==> src/rtl/rv32i_mem_arbiter_if.sv <==
// Bundle of core, host and memory signals shared by the rv32i memory arbiter.
// The arbiter takes the slave view; the core/host/memory side takes the master view.
interface rv32i_mem_arbiter_if;
    logic        run;
    logic        core_ena;
    logic [31:0] core_mem_addr;
    logic [31:0] core_mem_wr_data;
    logic        core_mem_wr_ena;
    logic [31:0] core_mem_rd_data;
    logic        host_req;
    logic [31:0] host_addr;
    logic [31:0] host_wr_data;
    logic        host_wr_ena;
    logic        host_gnt;
    logic [31:0] host_rd_data;
    logic        host_rd_valid;
    logic [31:0] mem_addr;
    logic [31:0] mem_wr_data;
    logic        mem_wr_ena;
    logic [31:0] mem_rd_data;

    modport slave (
        input  run, core_mem_addr, core_mem_wr_data, core_mem_wr_ena,
        input  host_req, host_addr, host_wr_data, host_wr_ena, mem_rd_data,
        output core_ena, core_mem_rd_data, host_gnt, host_rd_data, host_rd_valid,
        output mem_addr, mem_wr_data, mem_wr_ena
    );

    modport master (
        output run, core_mem_addr, core_mem_wr_data, core_mem_wr_ena,
        output host_req, host_addr, host_wr_data, host_wr_ena, mem_rd_data,
        input  core_ena, core_mem_rd_data, host_gnt, host_rd_data, host_rd_valid,
        input  mem_addr, mem_wr_data, mem_wr_ena
    );
endinterface

==> src/rtl/rv32i_mem_arbiter.sv <==
// Shares one memory port between the rv32i core and a host, with a core min slot and bounded host bursts.
// Define ARB_STALL_STATS_EN to add the stall_cycles counter output.
module rv32i_mem_arbiter #(
    parameter int CORE_MIN_SLOT  = 4,
    parameter int HOST_MAX_BURST = 8
) (
    input  logic                clk,
    input  logic                rst,
    rv32i_mem_arbiter_if.slave  bus
`ifdef ARB_STALL_STATS_EN
    ,
    output logic [31:0]         stall_cycles
`endif
);

    localparam int SW = (CORE_MIN_SLOT > 0) ? $clog2(CORE_MIN_SLOT + 1) : 1;
    localparam int BW = $clog2(HOST_MAX_BURST + 1);
    localparam logic [SW-1:0] SLOT_MAX  = SW'(CORE_MIN_SLOT);
    localparam logic [BW-1:0] BURST_MAX = BW'(HOST_MAX_BURST);

    // S_CORE: core owns memory | S_HANDOVER: 1-cycle turnaround | S_HOST: host owns memory
    typedef enum logic [1:0] {S_CORE, S_HANDOVER, S_HOST} state_t;

    state_t        state, state_nxt;
    logic [SW-1:0] slot_cnt, slot_nxt;
    logic [BW-1:0] burst_cnt, burst_nxt;
    logic          rd_grant;

    assign bus.core_mem_rd_data = bus.mem_rd_data;

    always_ff @(posedge clk) begin
        if (rst) begin
            state             <= S_CORE;
            slot_cnt          <= '0;
            burst_cnt         <= '0;
            bus.host_rd_data  <= '0;
            bus.host_rd_valid <= 1'b0;
        end else begin
            state             <= state_nxt;
            slot_cnt          <= slot_nxt;
            burst_cnt         <= burst_nxt;
            bus.host_rd_valid <= rd_grant;
            if (rd_grant)
                bus.host_rd_data <= bus.mem_rd_data;
        end
    end

    always_comb begin
        state_nxt       = state;
        slot_nxt        = slot_cnt;
        burst_nxt       = burst_cnt;
        rd_grant        = 1'b0;
        bus.core_ena    = 1'b0;
        bus.host_gnt    = 1'b0;
        bus.mem_addr    = bus.core_mem_addr;
        bus.mem_wr_data = bus.core_mem_wr_data;
        bus.mem_wr_ena  = 1'b0;

        case (state)
            S_CORE: begin
                bus.core_ena = bus.run;
                // a frozen core must not repeat a held write strobe
                bus.mem_wr_ena = bus.core_mem_wr_ena & bus.run;
                if (bus.run && slot_cnt != SLOT_MAX)
                    slot_nxt = slot_cnt + SW'(1);
                // the slot is satisfied by this cycle's enabled access, so handover follows it directly
                if (bus.host_req && slot_nxt == SLOT_MAX)
                    state_nxt = S_HANDOVER;
            end
            S_HANDOVER: begin
                burst_nxt = '0;
                state_nxt = S_HOST;
            end
            S_HOST: begin
                bus.mem_addr    = bus.host_addr;
                bus.mem_wr_data = bus.host_wr_data;
                bus.host_gnt    = bus.host_req;
                bus.mem_wr_ena  = bus.host_req & bus.host_wr_ena;
                rd_grant        = bus.host_req & ~bus.host_wr_ena;
                if (bus.host_req)
                    burst_nxt = burst_cnt + BW'(1);
                if (!bus.host_req || burst_nxt == BURST_MAX) begin
                    state_nxt = S_CORE;
                    slot_nxt  = '0;
                end
            end
            default: state_nxt = S_CORE;
        endcase

        if (rst) begin
            bus.core_ena   = 1'b0;
            bus.host_gnt   = 1'b0;
            bus.mem_wr_ena = 1'b0;
            rd_grant       = 1'b0;
        end
    end

`ifdef ARB_STALL_STATS_EN
    always_ff @(posedge clk) begin
        if (rst)
            stall_cycles <= '0;
        else if (bus.run && state != S_CORE)
            stall_cycles <= stall_cycles + 32'd1;
    end
`endif

endmodule

==> src/flat_wrapper.sv <==
// flat-port wrapper written by rule: the top's interface ports become plain ports
module rv32i_mem_arbiter_flat 
#(
    parameter int CORE_MIN_SLOT  = 4,
    parameter int HOST_MAX_BURST = 8
)
  (clk, rst, bus_run, bus_core_mem_addr, bus_core_mem_wr_data, bus_core_mem_wr_ena, bus_host_req, bus_host_addr, bus_host_wr_data, bus_host_wr_ena, bus_mem_rd_data, bus_core_ena, bus_core_mem_rd_data, bus_host_gnt, bus_host_rd_data, bus_host_rd_valid, bus_mem_addr, bus_mem_wr_data, bus_mem_wr_ena);
  rv32i_mem_arbiter_if bus_i ();
  input  logic clk;
  input  logic rst;
  input wire logic [$bits(bus_i.run)-1:0] bus_run;
  input wire logic [$bits(bus_i.core_mem_addr)-1:0] bus_core_mem_addr;
  input wire logic [$bits(bus_i.core_mem_wr_data)-1:0] bus_core_mem_wr_data;
  input wire logic [$bits(bus_i.core_mem_wr_ena)-1:0] bus_core_mem_wr_ena;
  input wire logic [$bits(bus_i.host_req)-1:0] bus_host_req;
  input wire logic [$bits(bus_i.host_addr)-1:0] bus_host_addr;
  input wire logic [$bits(bus_i.host_wr_data)-1:0] bus_host_wr_data;
  input wire logic [$bits(bus_i.host_wr_ena)-1:0] bus_host_wr_ena;
  input wire logic [$bits(bus_i.mem_rd_data)-1:0] bus_mem_rd_data;
  output wire logic [$bits(bus_i.core_ena)-1:0] bus_core_ena;
  output wire logic [$bits(bus_i.core_mem_rd_data)-1:0] bus_core_mem_rd_data;
  output wire logic [$bits(bus_i.host_gnt)-1:0] bus_host_gnt;
  output wire logic [$bits(bus_i.host_rd_data)-1:0] bus_host_rd_data;
  output wire logic [$bits(bus_i.host_rd_valid)-1:0] bus_host_rd_valid;
  output wire logic [$bits(bus_i.mem_addr)-1:0] bus_mem_addr;
  output wire logic [$bits(bus_i.mem_wr_data)-1:0] bus_mem_wr_data;
  output wire logic [$bits(bus_i.mem_wr_ena)-1:0] bus_mem_wr_ena;
  assign bus_i.run = bus_run;
  assign bus_i.core_mem_addr = bus_core_mem_addr;
  assign bus_i.core_mem_wr_data = bus_core_mem_wr_data;
  assign bus_i.core_mem_wr_ena = bus_core_mem_wr_ena;
  assign bus_i.host_req = bus_host_req;
  assign bus_i.host_addr = bus_host_addr;
  assign bus_i.host_wr_data = bus_host_wr_data;
  assign bus_i.host_wr_ena = bus_host_wr_ena;
  assign bus_i.mem_rd_data = bus_mem_rd_data;
  assign bus_core_ena = bus_i.core_ena;
  assign bus_core_mem_rd_data = bus_i.core_mem_rd_data;
  assign bus_host_gnt = bus_i.host_gnt;
  assign bus_host_rd_data = bus_i.host_rd_data;
  assign bus_host_rd_valid = bus_i.host_rd_valid;
  assign bus_mem_addr = bus_i.mem_addr;
  assign bus_mem_wr_data = bus_i.mem_wr_data;
  assign bus_mem_wr_ena = bus_i.mem_wr_ena;
  rv32i_mem_arbiter #(.CORE_MIN_SLOT(CORE_MIN_SLOT), .HOST_MAX_BURST(HOST_MAX_BURST)) u_core (.clk(clk), .rst(rst), .bus(bus_i));
endmodule
==> config.mk <==
export PLATFORM = sky130hd
export DESIGN_NAME = rv32i_mem_arbiter_flat
export DESIGN_NICKNAME = d
export VERILOG_FILES = /design/src/rtl/rv32i_mem_arbiter_if.sv /design/src/rtl/rv32i_mem_arbiter.sv /design/src/flat_wrapper.sv
export SDC_FILE = /design/constraint.sdc
export NUM_CORES = 1
export LEC_CHECK = 0
export CAP_MARGIN = 20
export CORE_MARGIN = 5
export CORE_UTILIZATION = 26
export DETAILED_ROUTE_END_ITERATION = 8
export PLACE_DENSITY = 0.83
export SLEW_MARGIN = 20
export SYNTH_ARGS = -nofsm -noshare
export SYNTH_HDL_FRONTEND = slang
export SYNTH_SLANG_ARGS = --single-unit
==> constraint.sdc <==
create_clock -name clk -period 1.6 [get_ports clk]
set_clock_uncertainty 0.1 [all_clocks]
set_input_delay 0.24 -clock clk [delete_from_list [all_inputs] [get_ports clk]]
set_output_delay 0.24 -clock clk [all_outputs]
set_load 0.05 [all_outputs]
**Word level (Yosys, flattened, before mapping)**

Index checks and enable logic that the tools add are counted.

- Register bits: 42
- Latch bits: 0
- Bits in writable memories: 0
- ROM bits: 0
- Bits of input ports: 166
- Output and inout port bits: 132
- Word-level logic and storage cells: 47
- Memories: 0

- Add/subtract/negate cells: 2
- Multiply operators: 0
- Divide/modulo/power cells: 0
- Magnitude comparators: 0
- Equal/unequal tests: 7
- Shift operators: 0
- Mux-type cells: 20
- Bitwise logic cells: 4
- Reduce and logical (&&, ||, !) cells: 9

Operators by type and width:

| kind | number |
|---|---|
| $mux 32 | 2 |
| $mux 3 | 3 |
| $mux 4 | 2 |
| $pmux 4 s2 | 1 |
| $mux 1 | 7 |
| $pmux 2 s3 | 1 |
| $pmux 3 s2 | 1 |
| $add 4x1->4 const B | 1 |
| $eq 4x4->1 const B | 1 |
| $mux 2 | 2 |
| $ne 2x1->1 const B | 2 |
| $reduce_and 2->1 | 2 |
| $reduce_bool 2->1 | 2 |
| $add 3x1->3 const B | 1 |
| $and 1x1->1 | 3 |
| $eq 3x3->1 const B | 1 |
| $ne 3x3->1 const B | 1 |
| $eq 2x1->1 const B | 1 |
| $eq 2x2->1 const B | 1 |
| $logic_and 1x1->1 | 2 |
| $logic_not 2->1 | 1 |
| $pmux 1 s2 | 1 |
| $logic_not 1->1 | 1 |
| $logic_or 1x1->1 | 1 |
| $not 1->1 | 1 |

**Longest topological paths before layout**

- Depth after elaboration: 8
- Mapped depth: 9
- Mapped depth without buffers: 7

**Worst setup path after synthesis**

Ideal clock, no wire load.

- Path kind: register -> output
- Start point: reg u_core.state[0]
- End point: out bus_mem_wr_ena
- Arrival: 1.702 ns
- Data required time: 1.260 ns
- Slack: -0.442 ns
- Stages on the path, launching flop included: 7
- Path buffers: 2
- Path through: dfxtp_1 > inv_1 > ha_1 > clkbuf_8 > buf_2 > nand3_1 > a21oi_1

- Cells in the longest elaborated chain, start to end: 3
- Elaborated cells on any way between the ends: 4
- Those cells by class: eq/ne (1); mux (2); reduce/logical (1)

RTL lines:

| element | RTL line | source |
|---|---|---|
| from (decl) | rv32i_mem_arbiter.sv:24 | `state_t state, state_nxt;` |
| from (signal assigned) | rv32i_mem_arbiter.sv:39 | `state <= state_nxt;` |
| $eq 2x2->1 / $logic_not 2->1 (equally long branches) | rv32i_mem_arbiter.sv:59 | `case (state)` |
| $pmux 1 s2 (*) | rv32i_mem_arbiter.sv:59 |  |
| $mux 1 (*) | rv32i_mem_arbiter.sv:90 | `if (rst) begin` |
| to (decl) | flat_wrapper.sv:27 | `output wire logic [$bits(bus_i.mem_wr_ena)-1:0] bus_mem_wr_ena;` |

Every way passes the cells marked *; elsewhere a longest branch is shown, timed or not.

**Worst setup path after layout**

- Start point: reg u_core.state[0]
- End point: out bus_mem_wr_data[7]

- Cells in the longest elaborated chain, start to end: 2

RTL lines:

| element | RTL line | source |
|---|---|---|
| $eq 2x2->1 | rv32i_mem_arbiter.sv:59 |  |
| $mux 32 | rv32i_mem_arbiter.sv:59 |  |
| to (decl) | flat_wrapper.sv:26 | `output wire logic [$bits(bus_i.mem_wr_data)-1:0] bus_mem_wr_data;` |

Every way passes these cells.

==> metrics.md <==
| Metric | Value |
|---|---|
| Ys async rst share | `0%` |
| Relative slew slack | `between 70% and 80%` |
| Fin crit share | `127.4%` |
| Fin. max-slew vios | `0` |
| Register area share after synthesis | `between 20% and 30%` |
| Switching pwr | `roughly 0.0011 W` |
| I/O pins | `slightly below 300` |
| First-pass GRT wire length | `between 20000 and 25000 um` |
| Hold Buf Count CTS | `0` |
| DRC | `0` |
| Logic pwr share | `between 40 and 50%` |
| CTS Root Cell | `clkbuf_8` |
| Die Span Y | `around 110 um` |
| Final Hold Vio Count | `0` |
| Setup-failing EPs final | `approximately 110` |
| Synth-to-Final Area Change | `169.1%` |
| Pint | `0.002391 W` |
| Switching Fraction | `32.30%` |
| Top cell type by total area after synthesis | `dfxtp_1` |
| Routed len/inst | `approximately 21 um` |
| Hold Crit Class | `reg2reg` |
| Post-layout util | `between 70 and 80%` |
| Worst path arrival time | `around 1700 ps` |
| Initial antenna violation count | `0` |
| Grt total ovfl | `0` |
| Yosys reg bits | `42` |
| DP HPWL | `~11000 um` |
| Initial core utilization | `between 20% and 30%` |
| Main synth FF type | `dfxtp_1` |
| Drt total wl | `between 15000 and 20000 um` |
| Post-synthesis cell type count | `32` |
| Starting DRC count in detailed routing | `91` |
| Buffers on Ports | `between 200 and 300` |
| Ant diodes | `0` |
| Post-synth top area share | `between 20% and 30%` |
| Nets | `just under 800` |
| Mapped cell area | `about 2800 um2` |
| Hold slack | `363.8 ps` |
| CP Launch Type | `flop` |
| Syn_nets | `~500` |
| Unrepaired setup endpoints after global routing | `true` |
| Vias after detailed routing | `about 3600` |
| Failing checks | `setup timing` |
| Critical path type | `reg2out` |
| Status | `complete, but fails checks` |
| Routability Congestion | `0.8806` |
| # H-tree levels | `2` |
| ANT nets after route | `0` |
| Clock sink count | `42` |
| Worst-margin pin slew | `349.8 ps` |
| Post-synth EDFFs | `0` |
| Clock-pin transition on the worst setup and hold timing paths | `roughly 80 ps` |
| YS warnings | `0` |
| TritonRoute pass-1 iters | `4` |
| Maximum fanout along the worst path | `8` |
| Seq pwr share | `29.8%` |
| Core box area | `around 11000 um2` |
| Mean Syn Cell Area | `between 8 and 9 um2` |
| CTS Buf Count | `5` |
| Most instantiated library cell after synthesis | `mux2_2` |
| Vias in the first global route | `3989` |
| Clk pwr share | `between 20 and 25%` |
| Ratio of cells with drive above 1 in the final layout | `53.86%` |
| Largest net degree at the start of global routing | `30` |
| Worst-Skew Late Latency | `290 ps` |
| Max Root-Sink Buffers | `2` |
| Overall Power | `around 0.0035 W` |
| Critical Path RT | `1260 ps` |
| Drt via density | `4.710` |
| Max cap viols | `0` |
| Syn Inst Count | `between 300 and 400` |
| Setup ws final | `-437.8 ps` |
| Worst Setup End Kind | `primary output` |
| FP Rows | `38` |
| Die Wd | `roughly 110 um` |
| Leakage | `roughly 3.3 nW` |
| Fin crit period | `about 2000 ps` |
| PD cells | `about 460 nW/um2` |
| Maximum vdd drop | `around 430 uV` |
| DIE AREA | `about 13000 um2` |
| All-layer global routing usage | `roughly 22%` |
| Max Fclk | `between 0.4 and 0.5 GHz` |
| Post-synth top cells | `64 x mux2_2, 42 x dfxtp_1, 41 x nand2_1` |
| CTS tree | `done` |
| Largest cells by area after synthesis | `dfxtp_1 30%, mux2_2 25%, buf_4 10%` |
-- area by class of cell --
| type | instances | area [um2] |
|---|---|---|
| Clock buffer | 6 | 82.58 |
| Multi-Input combinational cell | 222 | 2298 |
| Clock inverter | 1 | 30.03 |
| Tap cell | 140 | 175.2 |
| Timing Repair Buffer | 345 | 4193 |
| Inverter | 6 | 27.53 |
| Sequential cell | 42 | 843.3 |
| Fill cell | 723 | 3143 |
-- sequential cells by signal (all words and copies together), names as in the netlist --
name and flops:
u_core.burst_cnt 4, u_core.slot_cnt 3, u_core.bus.host_rd_data 32, u_core.bus.host_rd_valid 1, u_core.state 2
-- power groups by stage --
stage	Sequential, W	Combinational (W)	Clock [W]
global placement	0.00108	0.00146	0
finish	0.00105	0.00161	0.000871
detailed placement	0.00108	0.00148	0
floorplan	0.00108	0.000723	0
CTS	0.00105	0.00156	0.000888
global route	0.00105	0.00165	0.000934
-- per-stage QoR --
stage / setup TNS [ps] / cell area, um2 / setup WS (ps) / cells
after CTS: -34920 / 7361 / -453.1 / 765
final: -31780 / 7650 / -437.8 / 762
after detailed placement: -16000 / 6230 / -296.6 / 729
after global placement: -11810 / 6230 / -264.6 / 729
after floorplan: -4172 / 3074 / -190.1 / 322
after global routing: -37990 / 7650 / -475.6 / 762
-- worst max-delay path, stage by stage (launching register included) --
cell	delay [ps]
dfxtp_2	340
inv_2	50
ha_4	170
buf_12	120
buf_12	120
buf_16	140
mux2_4	310
buf_12	150
-- kinds of logic after synthesis --
family | share of synthesized area [%]
flops | 29.58
xor+xnor | 0.8805
mux | 25.70
simple gates | 17.43
fa+ha+maj | 2.641
buf+inv | 13.42
compound gates | 10.34
-- layout by cell type, fill, tap and decap left out, types with 4 or more instances in the layout --
master	instances
clkdlybuf4s50_1	165
o21ai_1	12
buf_16	12
buf_4	44
buf_8	17
nand2_4	24
nand2_2	10
clkbuf_8	6
nand2_1	7
buf_6	59
nor2_1	5
o21ai_2	22
nand2b_1	35
dfxtp_1	40
a21oi_1	5
mux2_4	64
buf_12	48
ha_1	4
-- final timing paths --
path | start | to | slack, ps | cells past startpoint
hold reg to reg | u_core.bus.host_rd_data[9]$_SDFFE_PP0P_ | u_core.bus.host_rd_data[9]$_SDFFE_PP0P_ | 360 | 2
setup reg to reg | u_core.state[0]$_SDFFE_PP0P_ | u_core.bus.host_rd_data[3]$_SDFFE_PP0P_ | -260 | 12
setup / recovery | u_core.state[0]$_SDFFE_PP0P_ | bus_mem_wr_data[7] | -440 | 7
hold / removal | u_core.bus.host_rd_data[9]$_SDFFE_PP0P_ | u_core.bus.host_rd_data[9]$_SDFFE_PP0P_ | 360 | 2
-- repair_timing --
action | CTS | global route
gates resized for setup | 178 | 90
cloned | 12 | 0
setup endpoints to repair | 107 | 108
setup buffers | 18 | 2
pin swaps | 29 | 25
-- per-layer routing --
| metal | vias to the layer above | GRT usage, % | share of wire, % |
|---|---|---|---|
| li1 | 1679 | - | - |
| met1 | 1678 | 22.34 | 33 |
| met2 | 193 | 44.12 | 55 |
| met3 | 39 | 6.660 | 8.8 |
| met4 | 0 | 6.651 | 3.6 |
| met5 | - | 0 | 0 |
Power figures use the tool's default switching activity.
